`config.mk`:
```
export PLATFORM = sky130hd
export DESIGN_NAME = event_accumulator
export DESIGN_NICKNAME = d
export VERILOG_FILES = /design/src/rtl/event_accum_pkg.sv /design/src/rtl/event_accum_ram.sv /design/src/rtl/event_accumulator.sv
export SDC_FILE = /design/constraint.sdc
export NUM_CORES = 2
export LEC_CHECK = 0
export CORE_MARGIN = 4
export CORE_UTILIZATION = 40
export CTS_CLUSTER_SIZE = 10
export DETAILED_ROUTE_END_ITERATION = 10
export HOLD_SLACK_MARGIN = 0.08
export PLACE_DENSITY = 0.64
export SKIP_CTS_REPAIR_TIMING = 1
export SYNTH_ARGS = -nofsm -noshare
export SYNTH_HDL_FRONTEND = slang
export SYNTH_HIERARCHICAL = 1
export SYNTH_SLANG_ARGS = --single-unit
```
`constraint.sdc`:
```
create_clock -name clk -period 16.8 [get_ports clk]
set_input_delay 3.36 -clock clk [delete_from_list [all_inputs] [get_ports clk]]
set_output_delay 3.36 -clock clk [all_outputs]
set_load 0.005 [all_outputs]
```
`src/rtl/event_accum_pkg.sv`:
```
// ----------------------------------------------------------------------------
// event_accum_pkg
//
// Shared definitions for the event accumulator:
//   - one-hot state encoding for CLEAR, ARM, CAPTURE, FLUSH and READOUT
//   - log2_ceil(): constant function used to size address and count fields
//   - sat_add(): clamping adder used when ACCUM_SATURATE_EN is defined
// ----------------------------------------------------------------------------
package event_accum_pkg;

    localparam int STATE_W = 5;

    localparam logic [STATE_W-1:0] ST_CLEAR   = 5'b00001;
    localparam logic [STATE_W-1:0] ST_ARM     = 5'b00010;
    localparam logic [STATE_W-1:0] ST_CAPTURE = 5'b00100;
    localparam logic [STATE_W-1:0] ST_FLUSH   = 5'b01000;
    localparam logic [STATE_W-1:0] ST_READOUT = 5'b10000;

    // Smallest n with 2**n >= value (log2_ceil(1) == 0).
    function automatic int unsigned log2_ceil(input int unsigned value);
        int unsigned n;
        n = 0;
        while ((64'd1 << n) < 64'(value)) begin
            n = n + 1;
        end
        return n;
    endfunction

    // Adds inc to acc and clamps the result to a signed width-bit range.
    // An accumulator already sitting on either limit stays there, so a run
    // that saturates reports the limit rather than drifting back inside.
    // Operands are carried at 64 bits so any legal accumulator width fits.
    function automatic logic signed [63:0] sat_add(
        input logic signed [63:0] acc,
        input logic signed [63:0] inc,
        input int unsigned        width
    );
        logic signed [63:0] hi;
        logic signed [63:0] lo;
        logic signed [63:0] sum;
        hi  = (64'sd1 <<< (width - 1)) - 64'sd1;
        lo  = -hi - 64'sd1;
        sum = acc + inc;
        if (acc == hi || acc == lo) begin
            return acc;
        end else if (sum > hi) begin
            return hi;
        end else if (sum < lo) begin
            return lo;
        end
        return sum;
    endfunction

endpackage

```
`src/rtl/event_accum_ram.sv`:
```
// ----------------------------------------------------------------------------
// event_accum_ram
//
// Simple dual-port RAM holding the running sums, DATA_W x DEPTH.
// One write port, one read port with a registered 1-cycle read. The read
// register only updates when re_i is high, so the last word read stays on
// rdata_o while the consumer stalls.
//
// Ports:
//   clk      in   clock
//   we_i     in   write enable
//   waddr_i  in   write address
//   wdata_i  in   write data
//   re_i     in   read enable
//   raddr_i  in   read address
//   rdata_o  out  registered read data (valid the cycle after re_i)
// ----------------------------------------------------------------------------
module event_accum_ram #(
    parameter int DATA_W = 16,
    parameter int DEPTH  = 128,
    parameter int ADDR_W = 7
) (
    input  logic              clk,
    input  logic              we_i,
    input  logic [ADDR_W-1:0] waddr_i,
    input  logic [DATA_W-1:0] wdata_i,
    input  logic              re_i,
    input  logic [ADDR_W-1:0] raddr_i,
    output logic [DATA_W-1:0] rdata_o
);

    logic [DATA_W-1:0] mem_q [DEPTH];
    logic [DATA_W-1:0] rdata_q;

    // NOTE: the array and read register carry no reset; a reset on them
    // would stop the tools mapping this onto block RAM. The controller's
    // CLEAR pass writes every location before it is ever read.
    always_ff @(posedge clk) begin
        if (we_i) begin
            mem_q[waddr_i] <= wdata_i;
        end
        if (re_i) begin
            rdata_q <= mem_q[raddr_i];
        end
    end

    assign rdata_o = rdata_q;

endmodule

```
`src/rtl/event_accumulator.sv`:
```
// ----------------------------------------------------------------------------
// event_accumulator
//
// Coherently sums NUM_EVENTS triggered records of RECORD_LEN signed samples,
// subtracting the sample seen on the trigger cycle (baseline) from every
// sample of that event. Running sums live in event_accum_ram. After the last
// event the record is streamed out over valid/ready, each location being
// cleared as it is accepted.
//
// Build option: define ACCUM_SATURATE_EN to clamp sums to the signed ACC_W
// range (sticky at the limit); otherwise sums wrap modulo 2**ACC_W.
//
// Ports:
//   clk          in   clock
//   rst          in   synchronous active-high reset
//   sample_in    in   signed ADC sample, valid every cycle
//   trigger      in   single-cycle event strobe
//   dout         out  signed summed sample
//   dout_valid   out  dout holds a word
//   dout_ready   in   consumer accepts the word
//   dout_last    out  final word of the record
//   busy         out  high in every state except ARM
//   trig_missed  out  one-cycle pulse when a trigger is ignored
//   event_count  out  events summed so far in the current run
// ----------------------------------------------------------------------------
module event_accumulator
    import event_accum_pkg::*;
#(
    parameter int SAMPLE_W   = 8,
    parameter int RECORD_LEN = 128,
    parameter int NUM_EVENTS = 256,
    parameter int ACC_W      = 16
) (
    input  logic                           clk,
    input  logic                           rst,
    input  logic signed [SAMPLE_W-1:0]     sample_in,
    input  logic                           trigger,
    output logic signed [ACC_W-1:0]        dout,
    output logic                           dout_valid,
    input  logic                           dout_ready,
    output logic                           dout_last,
    output logic                           busy,
    output logic                           trig_missed,
    output logic [log2_ceil(NUM_EVENTS):0] event_count
);

    localparam int ADDR_W = log2_ceil(RECORD_LEN);
    localparam int EC_W   = log2_ceil(NUM_EVENTS) + 1;

    localparam logic [ADDR_W-1:0] LAST_ADDR = ADDR_W'(RECORD_LEN - 1);

    logic [STATE_W-1:0]        state_q,       state_d;
    logic [ADDR_W-1:0]         addr_q,        addr_d;
    logic [SAMPLE_W-1:0]       baseline_q,    baseline_d;
    logic signed [SAMPLE_W:0]  corr_q,        corr_d;
    logic [ADDR_W-1:0]         waddr_q,       waddr_d;
    logic                      wpend_q,       wpend_d;
    logic                      flush_q,       flush_d;
    logic [EC_W-1:0]           event_count_q, event_count_d;
    logic                      dout_valid_q,  dout_valid_d;
    logic                      dout_last_q,   dout_last_d;
    logic [ADDR_W-1:0]         out_addr_q,    out_addr_d;
    logic                      rd_done_q,     rd_done_d;
    logic                      trig_missed_q, trig_missed_d;

    logic                      ram_we;
    logic [ADDR_W-1:0]         ram_waddr;
    logic [ACC_W-1:0]          ram_wdata;
    logic                      ram_re;
    logic [ADDR_W-1:0]         ram_raddr;
    logic signed [ACC_W-1:0]   ram_rdata;

    logic signed [SAMPLE_W:0]  sample_ext;
    logic signed [SAMPLE_W:0]  baseline_ext;
    logic signed [ACC_W-1:0]   corr_ext;
    logic signed [ACC_W-1:0]   sum;
    logic [EC_W-1:0]           event_count_inc;
    logic                      accept;

    event_accum_ram #(
        .DATA_W (ACC_W),
        .DEPTH  (RECORD_LEN),
        .ADDR_W (ADDR_W)
    ) u_ram (
        .clk     (clk),
        .we_i    (ram_we),
        .waddr_i (ram_waddr),
        .wdata_i (ram_wdata),
        .re_i    (ram_re),
        .raddr_i (ram_raddr),
        .rdata_o (ram_rdata)
    );

    // Baseline correction at SAMPLE_W+1 bits cannot overflow.
    assign sample_ext   = {sample_in[SAMPLE_W-1], sample_in};
    assign baseline_ext = {baseline_q[SAMPLE_W-1], baseline_q};
    assign corr_ext     = ACC_W'(corr_q);

    // ram_rdata is the running sum for waddr_q, read in the previous cycle.
`ifdef ACCUM_SATURATE_EN
    assign sum = ACC_W'(sat_add(64'(ram_rdata), 64'(corr_ext), ACC_W));
`else
    assign sum = ram_rdata + corr_ext;
`endif

    assign event_count_inc = event_count_q + EC_W'(1);
    assign accept          = dout_valid_q && dout_ready;

    // NOTE: every signal written here gets a default first, so no path
    // leaves one unassigned and no latch is inferred.
    always_comb begin
        state_d       = state_q;
        addr_d        = addr_q;
        baseline_d    = baseline_q;
        corr_d        = corr_q;
        waddr_d       = waddr_q;
        wpend_d       = 1'b0;
        flush_d       = flush_q;
        event_count_d = event_count_q;
        dout_valid_d  = dout_valid_q;
        dout_last_d   = dout_last_q;
        out_addr_d    = out_addr_q;
        rd_done_d     = rd_done_q;
        trig_missed_d = trigger && (state_q != ST_ARM);
        ram_we        = 1'b0;
        ram_waddr     = waddr_q;
        ram_wdata     = sum;
        ram_re        = 1'b0;
        ram_raddr     = addr_q;

        // Second half of the read-modify-write started in CAPTURE.
        if (wpend_q) begin
            ram_we = 1'b1;
        end

        case (state_q)
            ST_CLEAR: begin
                ram_we    = 1'b1;
                ram_waddr = addr_q;
                ram_wdata = '0;
                addr_d    = addr_q + ADDR_W'(1);
                if (addr_q == LAST_ADDR) begin
                    state_d = ST_ARM;
                end
            end

            ST_ARM: begin
                if (trigger) begin
                    baseline_d = sample_in;
                    addr_d     = '0;
                    state_d    = ST_CAPTURE;
                end
            end

            ST_CAPTURE: begin
                ram_re  = 1'b1;
                corr_d  = sample_ext - baseline_ext;
                waddr_d = addr_q;
                wpend_d = 1'b1;
                addr_d  = addr_q + ADDR_W'(1);
                if (addr_q == LAST_ADDR) begin
                    flush_d = 1'b0;
                    state_d = ST_FLUSH;
                end
            end

            ST_FLUSH: begin
                flush_d = 1'b1;
                if (flush_q) begin
                    event_count_d = event_count_inc;
                    if (event_count_inc == EC_W'(NUM_EVENTS)) begin
                        addr_d       = '0;
                        rd_done_d    = 1'b0;
                        dout_valid_d = 1'b0;
                        dout_last_d  = 1'b0;
                        state_d      = ST_READOUT;
                    end else begin
                        state_d = ST_ARM;
                    end
                end
            end

            ST_READOUT: begin
                // Clear each location as its word is taken.
                if (accept) begin
                    ram_we    = 1'b1;
                    ram_waddr = out_addr_q;
                    ram_wdata = '0;
                end
                // Fetch the next word whenever the output slot is empty or
                // is being emptied this cycle; while stalled the RAM read
                // register is left alone so dout holds.
                if (!dout_valid_q || dout_ready) begin
                    if (!rd_done_q) begin
                        ram_re       = 1'b1;
                        out_addr_d   = addr_q;
                        dout_valid_d = 1'b1;
                        dout_last_d  = (addr_q == LAST_ADDR);
                        rd_done_d    = (addr_q == LAST_ADDR);
                        addr_d       = addr_q + ADDR_W'(1);
                    end else begin
                        dout_valid_d = 1'b0;
                        dout_last_d  = 1'b0;
                    end
                end
                if (accept && dout_last_q) begin
                    event_count_d = '0;
                    state_d       = ST_ARM;
                end
            end

            default: begin
                addr_d  = '0;
                state_d = ST_CLEAR;
            end
        endcase
    end

    // NOTE: state registers use non-blocking assignments so every register
    // samples the values from before this edge, independent of block order.
    always_ff @(posedge clk) begin
        if (rst) begin
            state_q       <= ST_CLEAR;
            addr_q        <= '0;
            baseline_q    <= '0;
            corr_q        <= '0;
            waddr_q       <= '0;
            wpend_q       <= 1'b0;
            flush_q       <= 1'b0;
            event_count_q <= '0;
            dout_valid_q  <= 1'b0;
            dout_last_q   <= 1'b0;
            out_addr_q    <= '0;
            rd_done_q     <= 1'b0;
            trig_missed_q <= 1'b0;
        end else begin
            state_q       <= state_d;
            addr_q        <= addr_d;
            baseline_q    <= baseline_d;
            corr_q        <= corr_d;
            waddr_q       <= waddr_d;
            wpend_q       <= wpend_d;
            flush_q       <= flush_d;
            event_count_q <= event_count_d;
            dout_valid_q  <= dout_valid_d;
            dout_last_q   <= dout_last_d;
            out_addr_q    <= out_addr_d;
            rd_done_q     <= rd_done_d;
            trig_missed_q <= trig_missed_d;
        end
    end

    assign dout        = ram_rdata;
    assign dout_valid  = dout_valid_q;
    assign dout_last   = dout_last_q;
    assign busy        = (state_q != ST_ARM);
    assign trig_missed = trig_missed_q;
    assign event_count = event_count_q;

endmodule
```
; ---- Word level (Yosys, flattened, before mapping)
; Memory sizes are Yosys's and may differ from the RTL's. A register that Yosys moved wholly into a read port is not among the register bits.
; Cells that the tools add are included.
[totals]
register_bits = 58
mem_bits_rw = 2048
in_bits = 12
output_inout_bits = 29
wordCells = 91
mem_count = 1
[classes]
n_addsub = 4
n_eq_ne = 16
mux = 41
bitwise_logic = 1
n_reduce_logical = 15
[memory_table]
columns = memory, words, width, rd, rd_ports_with_merged_regs, write_ports, line
row1 = u_ram.mem_q, 128, 16, 1, 1, 1, event_accum_ram.sv:32  ; logic [DATA_W-1:0] mem_q [DEPTH];
[op_table]
columns = op, n
row1 = $mux 7, 6
row2 = $pmux 16 s2, 1
row3 = $mux 5, 6
row4 = $pmux 7 s4, 1
row5 = $pmux 5 s5, 1
row6 = $mux 9, 2
row7 = $pmux 9 s2, 1
row8 = $add 16x9->16, 1
row9 = $mux 16, 1
row10 = $ne 2x2->1 const B, 8
row11 = $mux 1, 15
row12 = $pmux 7 s2, 1
row13 = $pmux 1 s2, 6
row14 = $reduce_and 5->1, 2
row15 = $add 9x1->9 const B, 1
row16 = $eq 9x9->1 const B, 1
row17 = $sub 8x8->9, 1
row18 = $add 7x1->7 const B, 1
row19 = $eq 7x7->1 const B, 1
row20 = $reduce_and 3->1, 2
row21 = $eq 5x1->1 const B, 1
row22 = $eq 5x2->1 const B, 1
row23 = $eq 5x3->1 const B, 1
row24 = $eq 5x4->1 const B, 1
row25 = other kinds (10), 14

; ---- Longest topological paths before layout
[depth]
depth_word = 5
ltp_mapped = 13
depth_no_buf = 9

; ---- Modules after synthesis
; The synthesis kept the hierarchy.
[modules_own_cells]
columns = mod, instances, cells_each, area_per_inst_um2, seq_area_each_um2
row1 = event_accum_ram, 1, 3086, 78683.0, 61979.4
row2 = event_accumulator, 1, 490, 3772.4, 1161.1

; ---- Least setup slack after synthesis
; Ideal clock, no wire load.
[synth_path]
path_type = input to register
startpoint = in dout_ready
endpoint = mem u_ram.mem_q[0][10], data pin
setup_time_ps = 1155
t_arrival_ps = 8806
required_time_ps = 15645
setup_slack_ps = 6839
path_stages = 4
n_path_buf = 1
cell_sequence = and4_1 > or2_2 > clkbuf_1 > nor3_1
[synth_via]
elab_chain_len = 3
[synth_lines]
columns = element, line
row1 = from (decl), event_accumulator.sv:40  ; input logic dout_ready,
row2 = $logic_and 1x1->1, event_accumulator.sv:107  ; assign accept = dout_valid_q && dout_ready;
row3 = $mux 16, event_accumulator.sv:185  ; if (accept) begin
row4 = $pmux 16 s2, event_accumulator.sv:136  ; case (state_q)
row5 = named net ram_wdata[10], event_accumulator.sv:68  ; logic [ACC_W-1:0] ram_wdata;
row6 = to (decl), event_accum_ram.sv:32
; The timed path passes the listed nets, and every way through them passes these cells.

; ---- Final worst setup path
[layout_path]
startpoint = in dout_ready
endpoint = mem u_ram.mem_q[125][11] (enable)
[layout_via]
elab_cells_between_ends = 7
cone_classes = mux (6) / reduce/logical (1)
[layout_lines]
columns = element, line
row1 = $logic_and 1x1->1, event_accumulator.sv:107
row2 = $mux 7, event_accumulator.sv:185
row3 = $pmux 7 s2, event_accumulator.sv:136
row4 = named net ram_waddr[2], event_accumulator.sv:67  ; logic [ADDR_W-1:0] ram_waddr;
; The timed path passes the listed nets, and every way through them passes these cells.

==> flow_metrics.env <==
export IMPL_yosysTopAreaCell="edfxtp_1"
export IMPL_hp_class="flop to flop"
export IMPL_p_sw_share_pct=29.8
export IMPL_area_growth_pct=13.3
export IMPL_critPathMaxFanout=16
export IMPL_reg2reg_slack_ns=10.42
export IMPL_wl_per_cell_um=29.9
export IMPL_tns_ns=0
export IMPL_post_route_period_util_pct=41.1
export IMPL_yosysSeqAreaShare_pct=76.6
export IMPL_syn_cell_area_um2=82500
export IMPL_yosys_top_cells_area="edfxtp_1, mux4_2, dfxtp_1"
export IMPL_maxSlewViolCount=0
export IMPL_ys_async_sr_fraction_pct=0
export IMPL_required_ns=17.25
export IMPL_rows=166
export IMPL_grt_usage_pct=18.7
export IMPL_crit_arrival_ns=7.35
export IMPL_drc=0
export IMPL_fin_skew_ns=0.0631
export IMPL_cts_buffer_depth=3
export IMPL_cts_buffers=231
export IMPL_htreeDepth=4
export IMPL_cp_start_kind="input port"
export IMPL_setup_violations=0
export IMPL_hold_viol_final=0
export IMPL_fp_dieH_um=462
export IMPL_die_x_um=462
export IMPL_fin_util_pct=45.6
export IMPL_maxCapViolations=0
export IMPL_relSlewSlack_pct=9.55
export IMPL_syn_nets=3615
export IMPL_avgViaCountPerCell=5.84
export IMPL_power_density_nw_per_um2=160
export IMPL_seq_area_um2=63200
export IMPL_fmax_mhz=145
export IMPL_min_from="waddr_q[4]"
export IMPL_multi_input_area_um2=18700
export IMPL_antenna_found_initial=17
export IMPL_cts_reportedPaths_clkPinSlew_ns=0.05
export IMPL_p_int_mw=10.5
export IMPL_die_area_um2=213000
export IMPL_port_buffers=40
export IMPL_synth_cell_types=65
export IMPL_num_io_pins=41
export IMPL_leakage_nw=28.6
export IMPL_dpl_cell_area_um2=87100
export IMPL_drive_above_1_share_pct=30.2
export IMPL_synth_ff_type="edfxtp_1"
export IMPL_rsz0062_at_grt="no"
export IMPL_p_switching_mw=4.45
export IMPL_fin_crit_ns=6.90
export IMPL_cts_root_buf="clkbuf_16"
export IMPL_drtAntennaViolNets=0
export IMPL_dp_final_hpwl_mm=117
export IMPL_met1_usage_pct=27.3
export IMPL_reg2regPathDepth=8
export IMPL_end_kind="flop"
export IMPL_reg2reg_from="addr_q[0]"
export IMPL_yosys_warnings=6
export IMPL_tritoncts="yes"
export IMPL_avgSynthCellArea_um2=23.1
export IMPL_min_path_cells=2
export IMPL_r2r_end="u_ram/rdata_o[9]"
export IMPL_grt_pass1_vias=38563
export IMPL_synth_edf_count=2064
export IMPL_wirelength_mm=198
export IMPL_tightest_slew_ns=1.35
export IMPL_ys_ff_latch=2122
export IMPL_met2_usage_pct=28.9
export IMPL_yosysMostFrequentCell="edfxtp_1"
export IMPL_worstHoldEndpoint="waddr_q[4]"
export IMPL_fin_area_um2=93400
export IMPL_first_pass_iters=7
export IMPL_drt_iter0_markers=5165
export IMPL_clk_latency_ns=0.87
export IMPL_nets=3889
export IMPL_gp_congestion=0.820
export IMPL_vias=38629
export IMPL_power_frac_comb_pct=25.1
export IMPL_core_area_um2=205000
export IMPL_gr_total_overflow=0
export IMPL_nFillCells=16744
export IMPL_initial_core_util_pct=40.3
export IMPL_grt_pass1_wl_mm=287
export IMPL_seqPwrFrac_pct=45.5
export IMPL_irDropWorstVdd_v=0.000179
export IMPL_status="complete, no violations"
export IMPL_clock_sinks=2122
export IMPL_met3_usage_pct=3.91
export IMPL_yosysTopAreaCellShare_pct=75.2
export IMPL_gr_max_usage_layer="met2"
export IMPL_worst_setup_path_type="input port to flop"
export IMPL_synthTopCellsByCount="edfxtp_1, mux4_2, nor2_1, clkbuf_1, nand2_1"
export IMPL_synthCells=3576
export IMPL_power_frac_clock_pct=29.4
export IMPL_grt_max_degree=143
-- critical path, cell delays in order --
cell and delay (ns):
clkdlybuf4s50_1 0.45, and4_1 0.21, buf_4 0.20, nor2_1 0.15
buf_4 0.24, nand2_1 0.09, nand2_1 0.25, nor2b_1 0.34
nand3_2 0.71, nor2_1 1.33
-- through the flow --
step	hold WS, ns	power (mW)	worst slack [ns]	cells
after global placement	0.445	10.6	9.14	6305
final	0.459	14.9	9.90	6610
after floorplan	0.436	9.16	6.84	3576
after detailed placement	0.449	10.7	9.01	6305
after global routing	0.476	15.5	9.73	6606
after CTS	0.458	15.1	9.92	6605
-- worst max path at each step --
stage | depth (start not counted) | from | end | slack, ns
finish | 10 | dout_ready | u_ram/mem_q[125][11] | 9.90
global route | 9 | dout_ready | u_ram/mem_q[20][4] | 9.73
CTS | 10 | dout_ready | u_ram/mem_q[125][11] | 9.92
detailed placement | 10 | dout_ready | u_ram/mem_q[125][11] | 9.01
global placement | 10 | dout_ready | u_ram/mem_q[125][14] | 9.14
floorplan | 4 | dout_ready | u_ram/mem_q[0][10] | 6.84
-- per-layer routing --
| layer | wire, um | share of wire, % | vias to the layer above |
|---|---|---|---|
| li1 | - | - | 15678 |
| met1 | 81300 | 41 | 20870 |
| met2 | 93900 | 48 | 1803 |
| met3 | 18000 | 9.1 | 274 |
| met4 | 4250 | 2.2 | 4 |
| met5 | 26 | 0.013 | - |
-- power groups by stage --
stage	combinational [mW]	sequential, mW	clock, mW
6_report	3.75	6.80	4.38
2_1_floorplan	2.21	6.95	0
3_3_place_gp	3.74	6.90	0
5_1_grt	3.95	6.81	4.70
4_1_cts	3.81	6.80	4.47
3_5_place_dp	3.80	6.91	0
-- logic make-up after synthesis --
kind of cell,after synthesis,share of synthesized area [%]
and+or+nand+nor,375,2.08
adders and majority gates,27,0.428
AOI/OAI and AO/OA,128,0.956
muxes,705,18.8
buffers and inverters,204,1.03
DFF,2122,76.6
xor gates and xnor gates,15,0.159
-- layout by cell type, fill, tap and decap left out, types with 12 or more instances in the layout --
cell,count
mux2i_1,16
nand2_1,69
o21ai_0,27
buf_4,182
edfxtp_1,2064
dfxtp_1,52
ha_1,25
clkdlybuf4s50_1,39
clkbuf_16,231
mux2_2,16
a21oi_1,50
nand3_1,21
or3_1,12
nor2b_1,12
mux4_2,672
nor2_1,168
clkbuf_1,48
inv_1,20
-- registers in the layout (all words and copies together), names as in the netlist --
| signal | flops |
|---|---|
| out_addr_q | 7 |
| corr_q | 9 |
| event_count | 9 |
| state_q | 5 |
| u_ram/rdata_o | 16 |
| dout_last | 1 |
| dout_valid | 1 |
| addr_q | 7 |
| waddr_q | 7 |
| u_ram/mem_q | 2048 |
| flush_q | 1 |
| baseline_q | 8 |
| rd_done_q | 1 |
| wpend_q | 1 |
| trig_missed | 1 |
-- final cells by class --
cell class,count,share of cell area [%]
repair buffers,225,1.95
inverters,20,0.0804
well taps,2688,3.60
diodes,5,0.0134
clock buffers,280,6.40
multi-input cells,1250,20.0
clock inverters,20,0.348
flip-flops and latches,2122,67.6
No activity file was read; power rests on OpenSTA's default activity.
